<file path="src/rtl/lane_sum_accumulator.sv">
// Reduces N signed lane sums to one total per accepted vector, then accumulates
// FRAME_LEN totals into a frame result delivered through a valid/ready output register.
module lane_sum_accumulator #(
    parameter int N         = 4,
    parameter int W         = 8,
    parameter int FRAME_LEN = 16,
    parameter int ACC_W     = W + $clog2(N) + $clog2(FRAME_LEN)
) (
    input  logic                    clk,
    input  logic                    rst,
    input  logic                    clear,
    input  logic                    in_valid,
    output logic                    in_ready,
    input  logic signed [W-1:0]     sum [N],
    output logic                    out_valid,
    input  logic                    out_ready,
    output logic signed [ACC_W-1:0] out_data
);

    localparam int S1_W  = W + $clog2(N);
    localparam int CNT_W = $clog2(FRAME_LEN);
    localparam logic [CNT_W-1:0] LAST_CNT = CNT_W'(FRAME_LEN - 1);

    // Handshakes: a transfer happens on a rising edge where valid && ready are both high.
    // Once out_valid is raised, out_data holds until the consumer takes it.
    logic [CNT_W-1:0]        count_q, count_d;
    logic                    s1_valid_q, s1_valid_d;
    logic                    s1_last_q, s1_last_d;
    logic signed [S1_W-1:0]  s1_total_q, s1_total_d;
    logic signed [ACC_W-1:0] acc_q, acc_d;
    logic                    out_valid_q, out_valid_d;
    logic signed [ACC_W-1:0] out_data_q, out_data_d;

    logic signed [S1_W-1:0]  lane_total;
    logic signed [ACC_W-1:0] s1_total_ext;
    logic                    stall;
    logic                    accept;
    logic                    s2_fire;

    always_comb begin
        lane_total = '0;
        for (int i = 0; i < N; i++) begin
            lane_total = lane_total + {{(S1_W - W){sum[i][W-1]}}, sum[i]};
        end
    end

    assign s1_total_ext = {{(ACC_W - S1_W){s1_total_q[S1_W-1]}}, s1_total_q};

    // Only a completed frame that cannot leave blocks the pipe; partial totals always drain into acc.
    assign stall    = s1_valid_q && s1_last_q && out_valid_q && !out_ready;
    assign in_ready = !rst && !stall;
    assign accept   = in_valid && in_ready && !clear;
    assign s2_fire  = s1_valid_q && !stall;

    always_comb begin
        count_d     = count_q;
        s1_valid_d  = s1_valid_q;
        s1_last_d   = s1_last_q;
        s1_total_d  = s1_total_q;
        acc_d       = acc_q;
        out_valid_d = out_valid_q;
        out_data_d  = out_data_q;

        if (out_valid_q && out_ready) begin
            out_valid_d = 1'b0;
        end

        if (s2_fire) begin
            if (s1_last_q) begin
                out_data_d  = acc_q + s1_total_ext;
                out_valid_d = 1'b1;
                acc_d       = '0;
            end else begin
                acc_d = acc_q + s1_total_ext;
            end
        end

        if (accept) begin
            s1_valid_d = 1'b1;
            s1_total_d = lane_total;
            s1_last_d  = (count_q == LAST_CNT);
            count_d    = (count_q == LAST_CNT) ? '0 : count_q + CNT_W'(1);
        end else if (!stall) begin
            s1_valid_d = 1'b0;
        end

        // Dropping the partial frame leaves any already-registered result alone.
        if (clear) begin
            count_d    = '0;
            s1_valid_d = 1'b0;
            acc_d      = '0;
        end
    end

    always_ff @(posedge clk) begin
        if (rst) begin
            count_q     <= '0;
            s1_valid_q  <= 1'b0;
            s1_last_q   <= 1'b0;
            s1_total_q  <= '0;
            acc_q       <= '0;
            out_valid_q <= 1'b0;
            out_data_q  <= '0;
        end else begin
            count_q     <= count_d;
            s1_valid_q  <= s1_valid_d;
            s1_last_q   <= s1_last_d;
            s1_total_q  <= s1_total_d;
            acc_q       <= acc_d;
            out_valid_q <= out_valid_d;
            out_data_q  <= out_data_d;
        end
    end

    assign out_valid = out_valid_q;
    assign out_data  = out_data_q;

endmodule

</file>
<file path="config.mk">
export PLATFORM = sky130hd
export DESIGN_NAME = lane_sum_accumulator
export DESIGN_NICKNAME = d
export VERILOG_FILES = /design/src/rtl/lane_sum_accumulator.sv
export SDC_FILE = /design/constraint.sdc
export NUM_CORES = 1
export LEC_CHECK = 0
export BUFFER_PORTS_ARGS = -buffer_cell sky130_fd_sc_hd__buf_2
export CORE_ASPECT_RATIO = 0.75
export CORE_UTILIZATION = 39
export CTS_BUF_LIST = sky130_fd_sc_hd__clkbuf_2 sky130_fd_sc_hd__clkbuf_4 sky130_fd_sc_hd__clkbuf_8
export DETAILED_ROUTE_END_ITERATION = 7
export PLACE_DENSITY_LB_ADDON = 0.15
export SLEW_MARGIN = 0
export SYNTH_ARGS = -nofsm -noshare
export SYNTH_HDL_FRONTEND = slang
export SYNTH_SLANG_ARGS = --single-unit
</file>
<file path="constraint.sdc">
create_clock -name clk -period 3.21 [get_ports clk]
set_input_delay 0.321 -clock clk [delete_from_list [all_inputs] [get_ports clk]]
set_output_delay 0.321 -clock clk [all_outputs]
set_load 0.01 [all_outputs]
</file>
== Word-level counts from Yosys, hierarchy flattened ==
Index checks and enable logic that the tools add are counted.
Storage, ports and cells
  flip-flop bits (word level): 45
  input bits: 37
  output and inout bits: 16
  logic and storage cells: 35
Cells by class
  $add $sub $neg: 5
  equal/unequal tests: 2
  muxes and demuxes: 7
  reduce and logical (&&, ||, !) cells: 14
Operator list (number)
  $add 14x10->14: 1
  $mux 14: 1
  $add 10x10->10: 1
  $add 9x8->10: 1
  $add 8x8->9: 1
  $logic_and 1x1->1: 8
  $mux 1: 5
  $add 4x1->4 const B: 1
  $eq 4x4->1 const B: 1
  $logic_not 1->1: 4
  $mux 4: 1
  $ne 2x1->1 const B: 1
  $reduce_and 2->1: 1
  $reduce_or 2->1: 1

== Logic depth before layout (Yosys ltp) ==
Gate-level depths: netlist of the first run.
  word-level depth: 8
  gate-level depth with buffers: 12
  mapped depth without buffers: 12

== Worst setup path before layout of the first run ==
OpenSTA, ideal clock, no wires.
  path type: input to register
  start point: input port sum[1] in the netlist's numbering
  end point: register s1_total_q[9]
  library setup time: 0.123 ns
  arrival time: 3.101 ns
  data required time: 3.087 ns
  setup slack: -0.015 ns
  cell stages on the path: 12
  path buffers: 0
  cells stage by stage: inv_1 -> fa_1 -> inv_1 -> fa_1 -> ha_1 -> fa_1 -> a21o_1 -> a21oi_1 -> o21bai_1 -> a2111oi_0 -> or3_1 -> nand3_1
On the way
  cells in the longest elaborated chain, start to end: 1
RTL lines
  from (decl): line 14  | input logic signed [W-1:0] sum [N],
  $add 10x10->10: line 43  | lane_total = lane_total + {{(S1_W - W){sum[i][W-1]}}, sum[i]};
  to (signal assigned): line 108  | s1_total_q <= s1_total_d;
  to (decl): line 29  | logic signed [S1_W-1:0] s1_total_q, s1_total_d;
No other way between the ends.
A chain may end at the register's enable or synchronous reset.

== Final worst setup path of the first run ==
Same ends and word-level chain as after synthesis.

==> results of run 1 <==
[per-stage QoR]
step | utilization | hold slack, ns | setup TNS (ns) | setup slack, ns | power, mW
after floorplan | - | 0.394 | 0 | 0.00626 | 1.02
after global placement | 0.461 | 0.441 | -0.129 | -0.129 | 1.14
after detailed placement | 0.461 | 0.448 | -0.235 | -0.235 | 1.15
after CTS | 0.473 | 0.248 | 0 | 0.0850 | 1.52
after global routing | 0.474 | 0.290 | 0 | 0.0491 | 1.63
final | 0.474 | 0.254 | 0 | 0.229 | 1.51
[Yosys cell counts (2+ instances only)]
cell type	number	share of area
sky130_fd_sc_hd__xnor2_1	9	0.026
sky130_fd_sc_hd__a31o_2	2	0.0057
sky130_fd_sc_hd__xor2_1	4	0.011
sky130_fd_sc_hd__nor2b_1	3	0.0061
sky130_fd_sc_hd__nor2_1	22	0.027
sky130_fd_sc_hd__inv_1	41	0.050
sky130_fd_sc_hd__clkbuf_1	9	0.011
sky130_fd_sc_hd__a21oi_1	25	0.041
sky130_fd_sc_hd__ha_1	23	0.094
sky130_fd_sc_hd__a21boi_0	3	0.0074
sky130_fd_sc_hd__nor3b_1	2	0.0049
sky130_fd_sc_hd__o31ai_1	5	0.012
sky130_fd_sc_hd__a31oi_1	2	0.0041
sky130_fd_sc_hd__or2_2	2	0.0041
sky130_fd_sc_hd__nor3_1	3	0.0049
sky130_fd_sc_hd__o21bai_1	4	0.0098
sky130_fd_sc_hd__and3_1	3	0.0061
sky130_fd_sc_hd__nand2_1	42	0.052
sky130_fd_sc_hd__a211oi_1	5	0.012
sky130_fd_sc_hd__nand4_1	3	0.0061
sky130_fd_sc_hd__and2_1	3	0.0061
sky130_fd_sc_hd__a21o_1	9	0.022
sky130_fd_sc_hd__or3_1	3	0.0061
sky130_fd_sc_hd__dfxtp_1	45	0.30
sky130_fd_sc_hd__fa_1	18	0.12
sky130_fd_sc_hd__a311oi_1	3	0.0086
sky130_fd_sc_hd__a22oi_1	3	0.0074
sky130_fd_sc_hd__nand3_1	20	0.033
sky130_fd_sc_hd__a2111oi_0	2	0.0057
sky130_fd_sc_hd__a21boi_2	2	0.0074
sky130_fd_sc_hd__nand2b_1	3	0.0061
sky130_fd_sc_hd__o21ai_0	15	0.025
sky130_fd_sc_hd__o211ai_1	2	0.0049
[final cells by class]
type | count | area share
Tap cell | 101 | 0.0357
Clock buffer | 6 | 0.0216
Inverter | 42 | 0.0446
Clock inverter | 2 | 0.00425
Timing Repair Buffer | 57 | 0.0842
Multi-Input combinational cell | 263 | 0.555
Sequential cell | 45 | 0.255
[layer usage]
metal | routed length [um] | global-route usage
met1 | 3450 | 0.237
met2 | 2770 | 0.277
met3 | 214 | 0.0349
met4 | 46 | 0.0429
met5 | 0 | 0
[power groups by stage]
stage	clock [mW]	combinational [mW]	sequential [mW]
2_1_floorplan	0	0.402	0.614
3_3_place_gp	0	0.519	0.623
3_5_place_dp	0	0.531	0.623
4_1_cts	0.378	0.534	0.610
5_1_grt	0.402	0.618	0.613
6_report	0.365	0.536	0.610
[kinds of logic after synthesis]
group / Yosys count / synth area share
compound gates: 93 / 0.207
xor+xnor: 13 / 0.0373
simple gates: 115 / 0.180
fa+ha+maj: 41 / 0.212
buf+inv: 52 / 0.0643
flops: 45 / 0.295
mux: 1 / 0.00369
[registers in the layout, summed over array words and instances (netlist names)]
register / flops
out_valid: 1
s1_valid_q: 1
acc_q: 14
out_data: 14
s1_last_q: 1
count_q: 4
s1_total_q: 10
[worst min-delay path by stage]
stage,from,to,cells past startpoint
finish,in_valid,s1_valid_q,3
floorplan,rst,out_data[2],1
global route,in_valid,s1_valid_q,3
global placement,acc_q[8],acc_q[8],2
detailed placement,out_data[9],out_data[9],2
CTS,in_valid,s1_valid_q,3
[layout by cell type (no fill, tap or decap), types with 4 or more instances in the layout]
cell	instances
sky130_fd_sc_hd__nand3_1	20
sky130_fd_sc_hd__a211oi_1	5
sky130_fd_sc_hd__xor2_1	4
sky130_fd_sc_hd__a21oi_1	25
sky130_fd_sc_hd__xnor2_1	9
sky130_fd_sc_hd__ha_1	23
sky130_fd_sc_hd__buf_4	5
sky130_fd_sc_hd__o21ai_0	15
sky130_fd_sc_hd__inv_1	41
sky130_fd_sc_hd__clkbuf_8	5
sky130_fd_sc_hd__nor2_1	22
sky130_fd_sc_hd__a21o_1	9
sky130_fd_sc_hd__o21bai_1	4
sky130_fd_sc_hd__nand2_1	42
sky130_fd_sc_hd__o31ai_1	5
sky130_fd_sc_hd__dfxtp_1	45
sky130_fd_sc_hd__fa_1	18
sky130_fd_sc_hd__buf_2	52
[tightest hold or removal path: cells and delay by family]
family,cells,cell delay (ns)
and+or+nand+nor,2,0.11
buffers and inverters,1,0.09
==> impl_metrics.xml, run 1 <==
<?xml version="1.0" encoding="UTF-8"?>
<metrics>
  <group name="synth">
    <metric name="distinct_cell_type_count_of_the_synthesized_netlist" unit="">53</metric>
    <metric name="number_of_flops_mapped_to_enable_cells_by_yosys" unit="">0</metric>
    <metric name="synth-warning-count" unit="">0</metric>
    <metric name="synth-seq-cells" unit="">45</metric>
    <metric name="yosysSeqAreaShare" unit="">0.295</metric>
    <metric name="dominantRegCellSynth" unit="">sky130_fd_sc_hd__dfxtp_1</metric>
    <metric name="synthesis.instances" unit="">360</metric>
    <metric name="ys_async_sr_fraction" unit="">0</metric>
    <metric name="synthesized_cell_area" unit="um^2">3050</metric>
    <metric name="synthesis.area_per_instance" unit="um^2">8.48</metric>
    <metric name="postSynthNetCount" unit="">438</metric>
  </group>
  <group name="route">
    <metric name="average_wire_per_standard_cell" unit="um">12.6</metric>
    <metric name="drtAntennaViolNets" unit="">0</metric>
    <metric name="routed_wirelength" unit="mm">6.48</metric>
    <metric name="dr.pass1.iters" unit="">4</metric>
    <metric name="initialDrtViolationCount" unit="">85</metric>
    <metric name="route.vias.total" unit="">2633</metric>
    <metric name="detail_route.drc_violations" unit="">0</metric>
    <metric name="viasPerCell" unit="">5.10</metric>
  </group>
  <group name="timing">
    <metric name="final-hold-violation-count" unit="">0</metric>
    <metric name="setup-violations-final" unit="">0</metric>
    <metric name="maxSlewHeadroom" unit="">0.561</metric>
    <metric name="fmax" unit="MHz">335</metric>
    <metric name="finalCriticalPeriod" unit="ns">2.98</metric>
    <metric name="worst-slew-pin-transition" unit="ns">0.656</metric>
    <metric name="grt_setup_unrepaired" unit="">no</metric>
    <metric name="timing.final.max_slew_violations" unit="">0</metric>
    <metric name="final.period_utilization" unit="">0.929</metric>
    <metric name="skew" unit="ns">0.00852</metric>
  </group>
  <group name="setup_path">
    <metric name="crit_path_frequent_cell" unit="">sky130_fd_sc_hd__fa_1</metric>
    <metric name="ff2ff_setup_slack" unit="ns">0.81</metric>
    <metric name="critical_path_arrival" unit="ns">3.17</metric>
    <metric name="worst_setup_path_end_kind" unit="">flip-flop</metric>
    <metric name="worstSetupStartpointType" unit="">primary input</metric>
    <metric name="critical_path.max_fanout" unit="">2</metric>
    <metric name="critical_path_class" unit="">primary input to flip-flop</metric>
    <metric name="rr_startpoint" unit="">s1_total_q[0]</metric>
    <metric name="critical_path_buf_inv_count" unit="">3</metric>
    <metric name="critical_path_required" unit="ns">3.40</metric>
    <metric name="crit_path_cell_trace" unit="">buf_2 &gt; inv_1 &gt; fa_1 &gt; inv_1 &gt; fa_1 &gt; ha_1 &gt; fa_1 &gt; a21o_1 &gt; a21oi_1 &gt; o21bai_1 &gt; a2111oi_2 &gt; or3_1 &gt; nand3_1</metric>
    <metric name="worstRegToRegCells" unit="">8</metric>
    <metric name="critical_path.startpoint" unit="">sum[1]</metric>
    <metric name="crit_slowest_cell" unit="">sky130_fd_sc_hd__fa_1</metric>
    <metric name="cp-endpoint" unit="">s1_total_q[9]</metric>
    <metric name="critical_path.max_stage_delay" unit="ns">0.52</metric>
    <metric name="critPathTopFamily" unit="">adder cells</metric>
    <metric name="cp_depth" unit="">13</metric>
    <metric name="timing.rr.end" unit="">out_data[10]</metric>
  </group>
  <group name="finish">
    <metric name="multi_input_comb_area" unit="um^2">1960</metric>
    <metric name="sequential_cell_area" unit="um^2">901</metric>
    <metric name="stdcell_area" unit="um^2">3540</metric>
    <metric name="synthToLayoutAreaGrowth" unit="%">15.8</metric>
    <metric name="final_cells" unit="">516</metric>
    <metric name="num-fill-cells" unit="">756</metric>
    <metric name="antennaDiodeCount" unit="">0</metric>
    <metric name="layout_cells_sized_above_1" unit="">0.195</metric>
    <metric name="finalNetCount" unit="">492</metric>
  </group>
  <group name="clock_network">
    <metric name="clockBufferDepth" unit="">2</metric>
    <metric name="cts_tree" unit="">done</metric>
    <metric name="ctsHtreeMaxLevel" unit="">2</metric>
    <metric name="clkSlewWorstSetupHoldPaths" unit="ns">0.09</metric>
    <metric name="cts_hold_fix_bufs" unit="">0</metric>
    <metric name="cts_resized" unit="">0</metric>
    <metric name="number_of_buffers_inserted_during_clock_tree_synthesis" unit="">5</metric>
    <metric name="cts_sinks" unit="">45</metric>
    <metric name="cts_root_buffer" unit="">sky130_fd_sc_hd__clkbuf_8</metric>
    <metric name="post-cts-setup-buffer-count" unit="">0</metric>
    <metric name="clock_latency" unit="ns">0.30</metric>
  </group>
  <group name="pwr">
    <metric name="vdd_drop_max" unit="V">0.000165</metric>
    <metric name="pwr-share-comb" unit="">0.355</metric>
    <metric name="power.density_cell_area" unit="nW/um^2">427</metric>
    <metric name="leakagePower" unit="nW">1.66</metric>
    <metric name="internal_power" unit="uW">997</metric>
    <metric name="swShare" unit="">0.340</metric>
    <metric name="power.share.clock" unit="">0.241</metric>
    <metric name="p_seq_frac" unit="">0.403</metric>
    <metric name="switching_component_of_the_power" unit="uW">514</metric>
  </group>
  <group name="placed_design">
    <metric name="placedCellCount" unit="">508</metric>
    <metric name="io_buffer_count" unit="">52</metric>
    <metric name="hpwlAfterDp" unit="mm">5.12</metric>
    <metric name="gpl.final_weighted_congestion" unit="">0.820</metric>
    <metric name="detailed_place.area" unit="um^2">3440</metric>
  </group>
  <group name="floorplanning">
    <metric name="top_level_ports" unit="">53</metric>
    <metric name="die_h" unit="um">78.6</metric>
    <metric name="chipWidth" unit="um">104</metric>
    <metric name="placementRows" unit="">27</metric>
    <metric name="die_area" unit="um^2">8190</metric>
    <metric name="initial_utilization" unit="">0.409</metric>
    <metric name="coreArea" unit="um^2">7470</metric>
  </group>
  <group name="grt">
    <metric name="first_global_vias" unit="">2487</metric>
    <metric name="maximum_number_of_pins_on_one_net_before_global_route_repair" unit="">18</metric>
    <metric name="grt.overflow.total" unit="">0</metric>
    <metric name="groute.usage.overall" unit="">0.172</metric>
    <metric name="grt_pass1_wl" unit="mm">11.4</metric>
    <metric name="grt_antenna_before_repair" unit="">0</metric>
  </group>
  <group name="run_status">
    <metric name="status" unit="">complete, no violations</metric>
  </group>
  <group name="flow_run">
    <metric name="maxCapViolations" unit="">0</metric>
  </group>
  <group name="worst_hold_path">
    <metric name="timing.hold.worst.class" unit="">primary input to flip-flop</metric>
  </group>
</metrics>
No activity file was read; power rests on OpenSTA's default activity.
==> run 2, diff against run 1 <==
--- a/config.mk
+++ b/config.mk
@@ -10,6 +10,7 @@
 export CORE_UTILIZATION = 39
 export CTS_BUF_LIST = sky130_fd_sc_hd__clkbuf_2 sky130_fd_sc_hd__clkbuf_4 sky130_fd_sc_hd__clkbuf_8
 export DETAILED_ROUTE_END_ITERATION = 7
+export MAX_ROUTING_LAYER = met4
 export PLACE_DENSITY_LB_ADDON = 0.15
 export SLEW_MARGIN = 0
 export SYNTH_ARGS = -nofsm -noshare
==> impl_metrics.xml, run 2 (synthesized netlist as in run 1, its figures left out) <==
<?xml version="1.0" encoding="UTF-8"?>
<metrics>
  <group name="run_status">
    <metric name="status" unit="">complete, no violations</metric>
  </group>
  <group name="floorplanning">
    <metric name="die_h" unit="um">78.6</metric>
    <metric name="top_level_ports" unit="">53</metric>
    <metric name="initial_utilization" unit="">0.409</metric>
    <metric name="die_area" unit="um^2">8190</metric>
    <metric name="chipWidth" unit="um">104</metric>
    <metric name="placementRows" unit="">27</metric>
    <metric name="coreArea" unit="um^2">7470</metric>
  </group>
  <group name="route">
    <metric name="routed_wirelength" unit="mm">6.48</metric>
    <metric name="drtAntennaViolNets" unit="">0</metric>
    <metric name="wl_met2" unit="mm">2.77</metric>
    <metric name="average_wire_per_standard_cell" unit="um">12.5</metric>
    <metric name="route.vias.total" unit="">2634</metric>
    <metric name="dr_top_layer" unit="">met4</metric>
    <metric name="detail_route.drc_violations" unit="">0</metric>
    <metric name="met3_wl" unit="um">214</metric>
    <metric name="initialDrtViolationCount" unit="">86</metric>
    <metric name="met1_length" unit="mm">3.44</metric>
    <metric name="dr.pass1.iters" unit="">4</metric>
    <metric name="viasPerCell" unit="">5.10</metric>
  </group>
  <group name="timing">
    <metric name="tns" unit="ns">0</metric>
    <metric name="fmax" unit="MHz">335</metric>
    <metric name="setup-violations-final" unit="">0</metric>
    <metric name="final.period_utilization" unit="">0.929</metric>
    <metric name="grt_setup_unrepaired" unit="">no</metric>
    <metric name="finalCriticalPeriod" unit="ns">2.98</metric>
    <metric name="maxSlewHeadroom" unit="">0.560</metric>
    <metric name="final-hold-violation-count" unit="">0</metric>
    <metric name="timing.final.max_slew_violations" unit="">0</metric>
    <metric name="worst-slew-pin-transition" unit="ns">0.657</metric>
    <metric name="skew" unit="ns">0.0100</metric>
  </group>
  <group name="finish">
    <metric name="num-fill-cells" unit="">756</metric>
    <metric name="layout_commonest_cell" unit="">sky130_fd_sc_hd__buf_2</metric>
    <metric name="multi_input_comb_area" unit="um^2">1960</metric>
    <metric name="final_core_util" unit="">0.474</metric>
    <metric name="sequential_cell_area" unit="um^2">901</metric>
    <metric name="mostFrequentLayoutCells" unit="">sky130_fd_sc_hd__buf_2 (52), sky130_fd_sc_hd__dfxtp_1 (45), sky130_fd_sc_hd__nand2_1 (42), sky130_fd_sc_hd__inv_1 (41), sky130_fd_sc_hd__a21oi_1 (25)</metric>
    <metric name="synthToLayoutAreaGrowth" unit="%">15.8</metric>
    <metric name="antennaDiodeCount" unit="">0</metric>
    <metric name="final_cells" unit="">516</metric>
    <metric name="layout_cells_sized_above_1" unit="">0.195</metric>
    <metric name="finalNetCount" unit="">492</metric>
    <metric name="stdcell_area" unit="um^2">3540</metric>
  </group>
  <group name="clock_network">
    <metric name="cts_root_buffer" unit="">sky130_fd_sc_hd__clkbuf_8</metric>
    <metric name="number_of_buffers_inserted_during_clock_tree_synthesis" unit="">5</metric>
    <metric name="ctsHtreeMaxLevel" unit="">2</metric>
    <metric name="cts_hold_fix_bufs" unit="">0</metric>
    <metric name="clockBufferDepth" unit="">2</metric>
    <metric name="cts_tree" unit="">done</metric>
    <metric name="clkSlewWorstSetupHoldPaths" unit="ns">0.09</metric>
    <metric name="clock_latency" unit="ns">0.30</metric>
    <metric name="cts_sinks" unit="">45</metric>
  </group>
  <group name="worst_hold_path">
    <metric name="min_delay_path_depth" unit="">3</metric>
    <metric name="hp-start" unit="">in_valid</metric>
    <metric name="timing.hold.worst.class" unit="">primary input to flip-flop</metric>
    <metric name="worstHoldEndpoint" unit="">s1_valid_q</metric>
  </group>
  <group name="pwr">
    <metric name="vdd_drop_max" unit="V">0.000165</metric>
    <metric name="power.density_cell_area" unit="nW/um^2">427</metric>
    <metric name="leakagePower" unit="nW">1.66</metric>
    <metric name="power.total" unit="mW">1.51</metric>
  </group>
  <group name="placed_design">
    <metric name="gpl.final_weighted_congestion" unit="">0.832</metric>
    <metric name="hpwlAfterDp" unit="mm">5.12</metric>
    <metric name="io_buffer_count" unit="">52</metric>
    <metric name="detailed_place.area" unit="um^2">3440</metric>
    <metric name="placedCellCount" unit="">508</metric>
  </group>
  <group name="setup_path">
    <metric name="timing.rr.end" unit="">out_data[10]</metric>
    <metric name="critical_path_buf_inv_count" unit="">3</metric>
    <metric name="worstRegToRegCells" unit="">8</metric>
    <metric name="worst_setup_path_end_kind" unit="">flip-flop</metric>
    <metric name="critical_path.max_stage_delay" unit="ns">0.52</metric>
    <metric name="critical_path_class" unit="">primary input to flip-flop</metric>
    <metric name="ff2ff_setup_slack" unit="ns">0.81</metric>
    <metric name="crit_path_cell_trace" unit="">buf_2 &gt; inv_1 &gt; fa_1 &gt; inv_1 &gt; fa_1 &gt; ha_1 &gt; fa_1 &gt; a21o_1 &gt; a21oi_1 &gt; o21bai_1 &gt; a2111oi_2 &gt; or3_1 &gt; nand3_1</metric>
    <metric name="crit_slowest_cell" unit="">sky130_fd_sc_hd__fa_1</metric>
    <metric name="crit_path_frequent_cell" unit="">sky130_fd_sc_hd__fa_1</metric>
    <metric name="critical_path_required" unit="ns">3.40</metric>
    <metric name="worstSetupStartpointType" unit="">primary input</metric>
    <metric name="critPathTopFamily" unit="">adder cells</metric>
    <metric name="critical_path.max_fanout" unit="">2</metric>
    <metric name="critical_path_arrival" unit="ns">3.17</metric>
    <metric name="rr_startpoint" unit="">s1_total_q[0]</metric>
  </group>
  <group name="grt">
    <metric name="first_global_vias" unit="">2491</metric>
    <metric name="grt_antenna_before_repair" unit="">0</metric>
    <metric name="maximum_number_of_pins_on_one_net_before_global_route_repair" unit="">18</metric>
    <metric name="grt_pass1_wl" unit="mm">11.4</metric>
    <metric name="grt.overflow.total" unit="">0</metric>
    <metric name="groute.usage.overall" unit="">0.177</metric>
  </group>
  <group name="flow_run">
    <metric name="maxCapViolations" unit="">0</metric>
  </group>
</metrics>
-- run 2: cell counts in the layout (fill, tap and decap cells not counted) --
Identical to the previous run, type by type.
-- run 2: how the worst max path moves through the flow --
stage,start,end,slack (ns),cells past startpoint
after floorplan,sum[1],s1_total_q[9],0.006,12
after global placement,sum[1],s1_total_q[9],-0.13,13
after detailed placement,sum[1],s1_total_q[9],-0.23,13
after CTS,sum[1],s1_total_q[9],0.08,13
after global routing,sum[1],s1_total_q[9],0.05,13
final,sum[1],s1_total_q[9],0.23,13
-- run 2: power breakdown --
part           total [mW]  leakage, nW  switching (mW)  internal [mW]
registers           0.609        0.364          0.0244          0.585
logic               0.536         1.26           0.287          0.250
clock network       0.364       0.0408           0.201          0.162
total                1.51         1.66           0.512          0.997
-- run 2: final cells by class --
cell class                      count  area share
Timing Repair Buffer               57      0.0842
Tap cell                          101      0.0357
Multi-Input combinational cell    263       0.555
Clock inverter                      2     0.00425
Sequential cell                    45       0.255
Clock buffer                        6      0.0216
Inverter                           42      0.0446
-- run 2: repair_timing --
item                       CTS  global route
gates resized for setup      0             1
buffers inserted             0             0
setup endpoints to repair    0             1
-- run 2: worst register-to-register path: stages, from the launching register on --
cell and delay, ns:
sky130_fd_sc_hd__dfxtp_1 0.33, sky130_fd_sc_hd__ha_1 0.22, sky130_fd_sc_hd__fa_1 0.40, sky130_fd_sc_hd__a21o_1 0.17, sky130_fd_sc_hd__a21oi_1 0.24, sky130_fd_sc_hd__o21bai_1 0.17, sky130_fd_sc_hd__a21o_2 0.23, sky130_fd_sc_hd__a2111oi_0 0.42
sky130_fd_sc_hd__a311o_1 0.16
-- run 2: through the flow --
step                      worst slack (ns)  hold slack, ns
after detailed placement            -0.235           0.448
after CTS                           0.0850           0.248
after global routing                0.0467           0.290
after floorplan                    0.00626           0.394
final                                0.227           0.254
after global placement              -0.129           0.441
-- run 2: metal layers --
metal	up-vias	GRT usage
met2	43	0.277
met4	0	0.0429
met3	6	0.0349
li1	1357	-
met5	-	-
met1	1228	0.236
==> run 3, diff against run 2 <==
--- a/config.mk
+++ b/config.mk
@@ -7,7 +7,7 @@
 export LEC_CHECK = 0
 export BUFFER_PORTS_ARGS = -buffer_cell sky130_fd_sc_hd__buf_2
 export CORE_ASPECT_RATIO = 0.75
-export CORE_UTILIZATION = 39
+export CORE_UTILIZATION = 53
 export CTS_BUF_LIST = sky130_fd_sc_hd__clkbuf_2 sky130_fd_sc_hd__clkbuf_4 sky130_fd_sc_hd__clkbuf_8
 export DETAILED_ROUTE_END_ITERATION = 7
 export MAX_ROUTING_LAYER = met4
==> impl_metrics.xml, run 3 (synthesized netlist as in run 1, its figures left out) <==
<?xml version="1.0" encoding="UTF-8"?>
<metrics>
  <group name="route">
    <metric name="routed_wirelength" unit="mm">6.34</metric>
    <metric name="average_wire_per_standard_cell" unit="um">13.0</metric>
    <metric name="detail_route.drc_violations" unit="">0</metric>
    <metric name="drtAntennaViolNets" unit="">0</metric>
    <metric name="dr.pass1.iters" unit="">4</metric>
    <metric name="viasPerCell" unit="">5.48</metric>
    <metric name="initialDrtViolationCount" unit="">101</metric>
    <metric name="route.vias.total" unit="">2674</metric>
  </group>
  <group name="grt">
    <metric name="maximum_number_of_pins_on_one_net_before_global_route_repair" unit="">20</metric>
    <metric name="groute.usage.overall" unit="">0.236</metric>
    <metric name="grt_antenna_before_repair" unit="">0</metric>
    <metric name="grt.overflow.total" unit="">0</metric>
    <metric name="grt_pass1_wl" unit="mm">10.7</metric>
    <metric name="first_global_vias" unit="">2444</metric>
  </group>
  <group name="timing">
    <metric name="maxSlewHeadroom" unit="">0.585</metric>
    <metric name="timing.final.max_slew_violations" unit="">0</metric>
    <metric name="skew" unit="ns">0.00817</metric>
    <metric name="fmax" unit="MHz">336</metric>
    <metric name="worst-slew-pin-transition" unit="ns">0.619</metric>
    <metric name="setup-violations-final" unit="">0</metric>
    <metric name="final.period_utilization" unit="">0.927</metric>
    <metric name="finalCriticalPeriod" unit="ns">2.97</metric>
    <metric name="grt_setup_unrepaired" unit="">no</metric>
    <metric name="final-hold-violation-count" unit="">0</metric>
    <metric name="post-route-worst-setup-slack" unit="ns">0.235</metric>
  </group>
  <group name="finish">
    <metric name="layout_cells_sized_above_1" unit="">0.191</metric>
    <metric name="finalNetCount" unit="">490</metric>
    <metric name="synthToLayoutAreaGrowth" unit="%">15.0</metric>
    <metric name="antennaDiodeCount" unit="">0</metric>
    <metric name="mostFrequentLayoutCells" unit="">sky130_fd_sc_hd__buf_2 (52), sky130_fd_sc_hd__dfxtp_1 (45), sky130_fd_sc_hd__nand2_1 (42), sky130_fd_sc_hd__inv_1 (41), sky130_fd_sc_hd__a21oi_1 (25)</metric>
    <metric name="layout_commonest_cell" unit="">sky130_fd_sc_hd__buf_2</metric>
  </group>
  <group name="clock_network">
    <metric name="ctsHtreeMaxLevel" unit="">2</metric>
    <metric name="clockBufferDepth" unit="">2</metric>
    <metric name="cts_tree" unit="">done</metric>
    <metric name="cts_sinks" unit="">45</metric>
    <metric name="number_of_buffers_inserted_during_clock_tree_synthesis" unit="">5</metric>
    <metric name="clkSlewWorstSetupHoldPaths" unit="ns">0.09</metric>
    <metric name="clock_latency" unit="ns">0.30</metric>
    <metric name="cts_root_buffer" unit="">sky130_fd_sc_hd__clkbuf_8</metric>
    <metric name="cts_hold_fix_bufs" unit="">0</metric>
  </group>
  <group name="placed_design">
    <metric name="hpwlAfterDp" unit="mm">4.93</metric>
    <metric name="gpl.final_weighted_congestion" unit="">0.883</metric>
    <metric name="io_buffer_count" unit="">52</metric>
    <metric name="place_ws" unit="ns">-0.207</metric>
  </group>
  <group name="pwr">
    <metric name="leakagePower" unit="nW">1.67</metric>
    <metric name="power.density_cell_area" unit="nW/um^2">450</metric>
    <metric name="power.total" unit="mW">1.58</metric>
    <metric name="vdd_drop_max" unit="V">0.000274</metric>
  </group>
  <group name="setup_path">
    <metric name="cp-endpoint" unit="">s1_total_q[9]</metric>
    <metric name="rr_startpoint" unit="">s1_total_q[9]</metric>
    <metric name="critical_path.startpoint" unit="">sum[1]</metric>
    <metric name="critical_path.max_fanout" unit="">2</metric>
    <metric name="crit_path_cell_trace" unit="">buf_2 &gt; inv_1 &gt; fa_1 &gt; inv_1 &gt; fa_1 &gt; ha_1 &gt; fa_1 &gt; a21o_1 &gt; a21oi_1 &gt; o21bai_1 &gt; a2111oi_2 &gt; or3_1 &gt; nand3_1</metric>
    <metric name="critical_path_buf_inv_count" unit="">3</metric>
    <metric name="cp_depth" unit="">13</metric>
    <metric name="worstRegToRegCells" unit="">7</metric>
    <metric name="critical_path.max_stage_delay" unit="ns">0.53</metric>
    <metric name="ff2ff_setup_slack" unit="ns">0.80</metric>
    <metric name="critical_path_arrival" unit="ns">3.16</metric>
    <metric name="critical_path_class" unit="">primary input to flip-flop</metric>
    <metric name="worstSetupStartpointType" unit="">primary input</metric>
    <metric name="crit_path_frequent_cell" unit="">sky130_fd_sc_hd__fa_1</metric>
    <metric name="crit_slowest_cell" unit="">sky130_fd_sc_hd__fa_1</metric>
    <metric name="critical_path_required" unit="ns">3.40</metric>
    <metric name="worst_setup_path_end_kind" unit="">flip-flop</metric>
    <metric name="critPathTopFamily" unit="">adder cells</metric>
    <metric name="timing.rr.end" unit="">acc_q[13]</metric>
  </group>
  <group name="worst_hold_path">
    <metric name="timing.hold.worst.class" unit="">primary input to flip-flop</metric>
  </group>
  <group name="flow_run">
    <metric name="maxCapViolations" unit="">0</metric>
  </group>
  <group name="floorplanning">
    <metric name="initial_utilization" unit="">0.561</metric>
    <metric name="coreArea" unit="um^2">5440</metric>
    <metric name="chipWidth" unit="um">89.6</metric>
    <metric name="top_level_ports" unit="">53</metric>
    <metric name="placementRows" unit="">23</metric>
    <metric name="die_h" unit="um">67.7</metric>
    <metric name="die_area" unit="um^2">6070</metric>
  </group>
  <group name="run_status">
    <metric name="status" unit="">complete, no violations</metric>
  </group>
</metrics>
==> run 3: repair_timing <==
action,in CTS,in global routing
resized for setup,0,1
buffers inserted,0,0
setup endpoints to repair,0,1
==> run 3: routing by layer <==
metal	wire, um	vias up	GRT usage
met5	0	-	-
li1	-	1349	-
met3	359	10	0.0379
met1	3080	1246	0.301
met2	2820	69	0.391
met4	72	0	0.0615
==> run 3: how the worst min path moves through the flow <==
stage / from / endpoint / slack [ns] / cells after the start
2_1_floorplan: rst / out_data[2] / 0.39 / 1
3_3_place_gp: out_data[9] / out_data[9] / 0.44 / 2
3_5_place_dp: out_data[3] / out_data[3] / 0.45 / 2
4_1_cts: in_valid / s1_valid_q / 0.25 / 3
5_1_grt: in_valid / s1_valid_q / 0.25 / 3
6_report: in_valid / s1_valid_q / 0.25 / 3
==> run 3: through the flow <==
step | std cells | TNS (ns) | instance area [um^2] | util | hold WS, ns
6_report | 488 | 0 | 3510 | 0.646 | 0.249
2_1_floorplan | 360 | 0 | 3050 | - | 0.394
3_3_place_gp | 480 | -0.120 | 3390 | 0.624 | 0.441
5_1_grt | 488 | 0 | 3510 | 0.646 | 0.252
4_1_cts | 488 | 0 | 3510 | 0.645 | 0.248
3_5_place_dp | 480 | -0.207 | 3390 | 0.624 | 0.448
==> run 3: area by class of cell <==
| cell class | count | area (um^2) |
|---|---|---|
| Tap cell | 75 | 93.8 |
| Clock inverter | 2 | 38.8 |
| Inverter | 42 | 158 |
| Sequential cell | 45 | 901 |
| Fill cell | 516 | 1930 |
| Clock buffer | 6 | 76.3 |
| Timing Repair Buffer | 55 | 283 |
| Multi-Input combinational cell | 263 | 1960 |
==> run 3: tightest hold or removal path, delay by kind of cell <==
kind	cells	cell delay (ns)
buffers and inverters	1	0.09
and+or+nand+nor	2	0.10
==> run 3: where the power goes <==
group	switching [mW]	total, mW	internal (mW)
Clock	0.199	0.442	0.242
Sequential	0.0248	0.610	0.585
Combinational	0.286	0.530	0.244
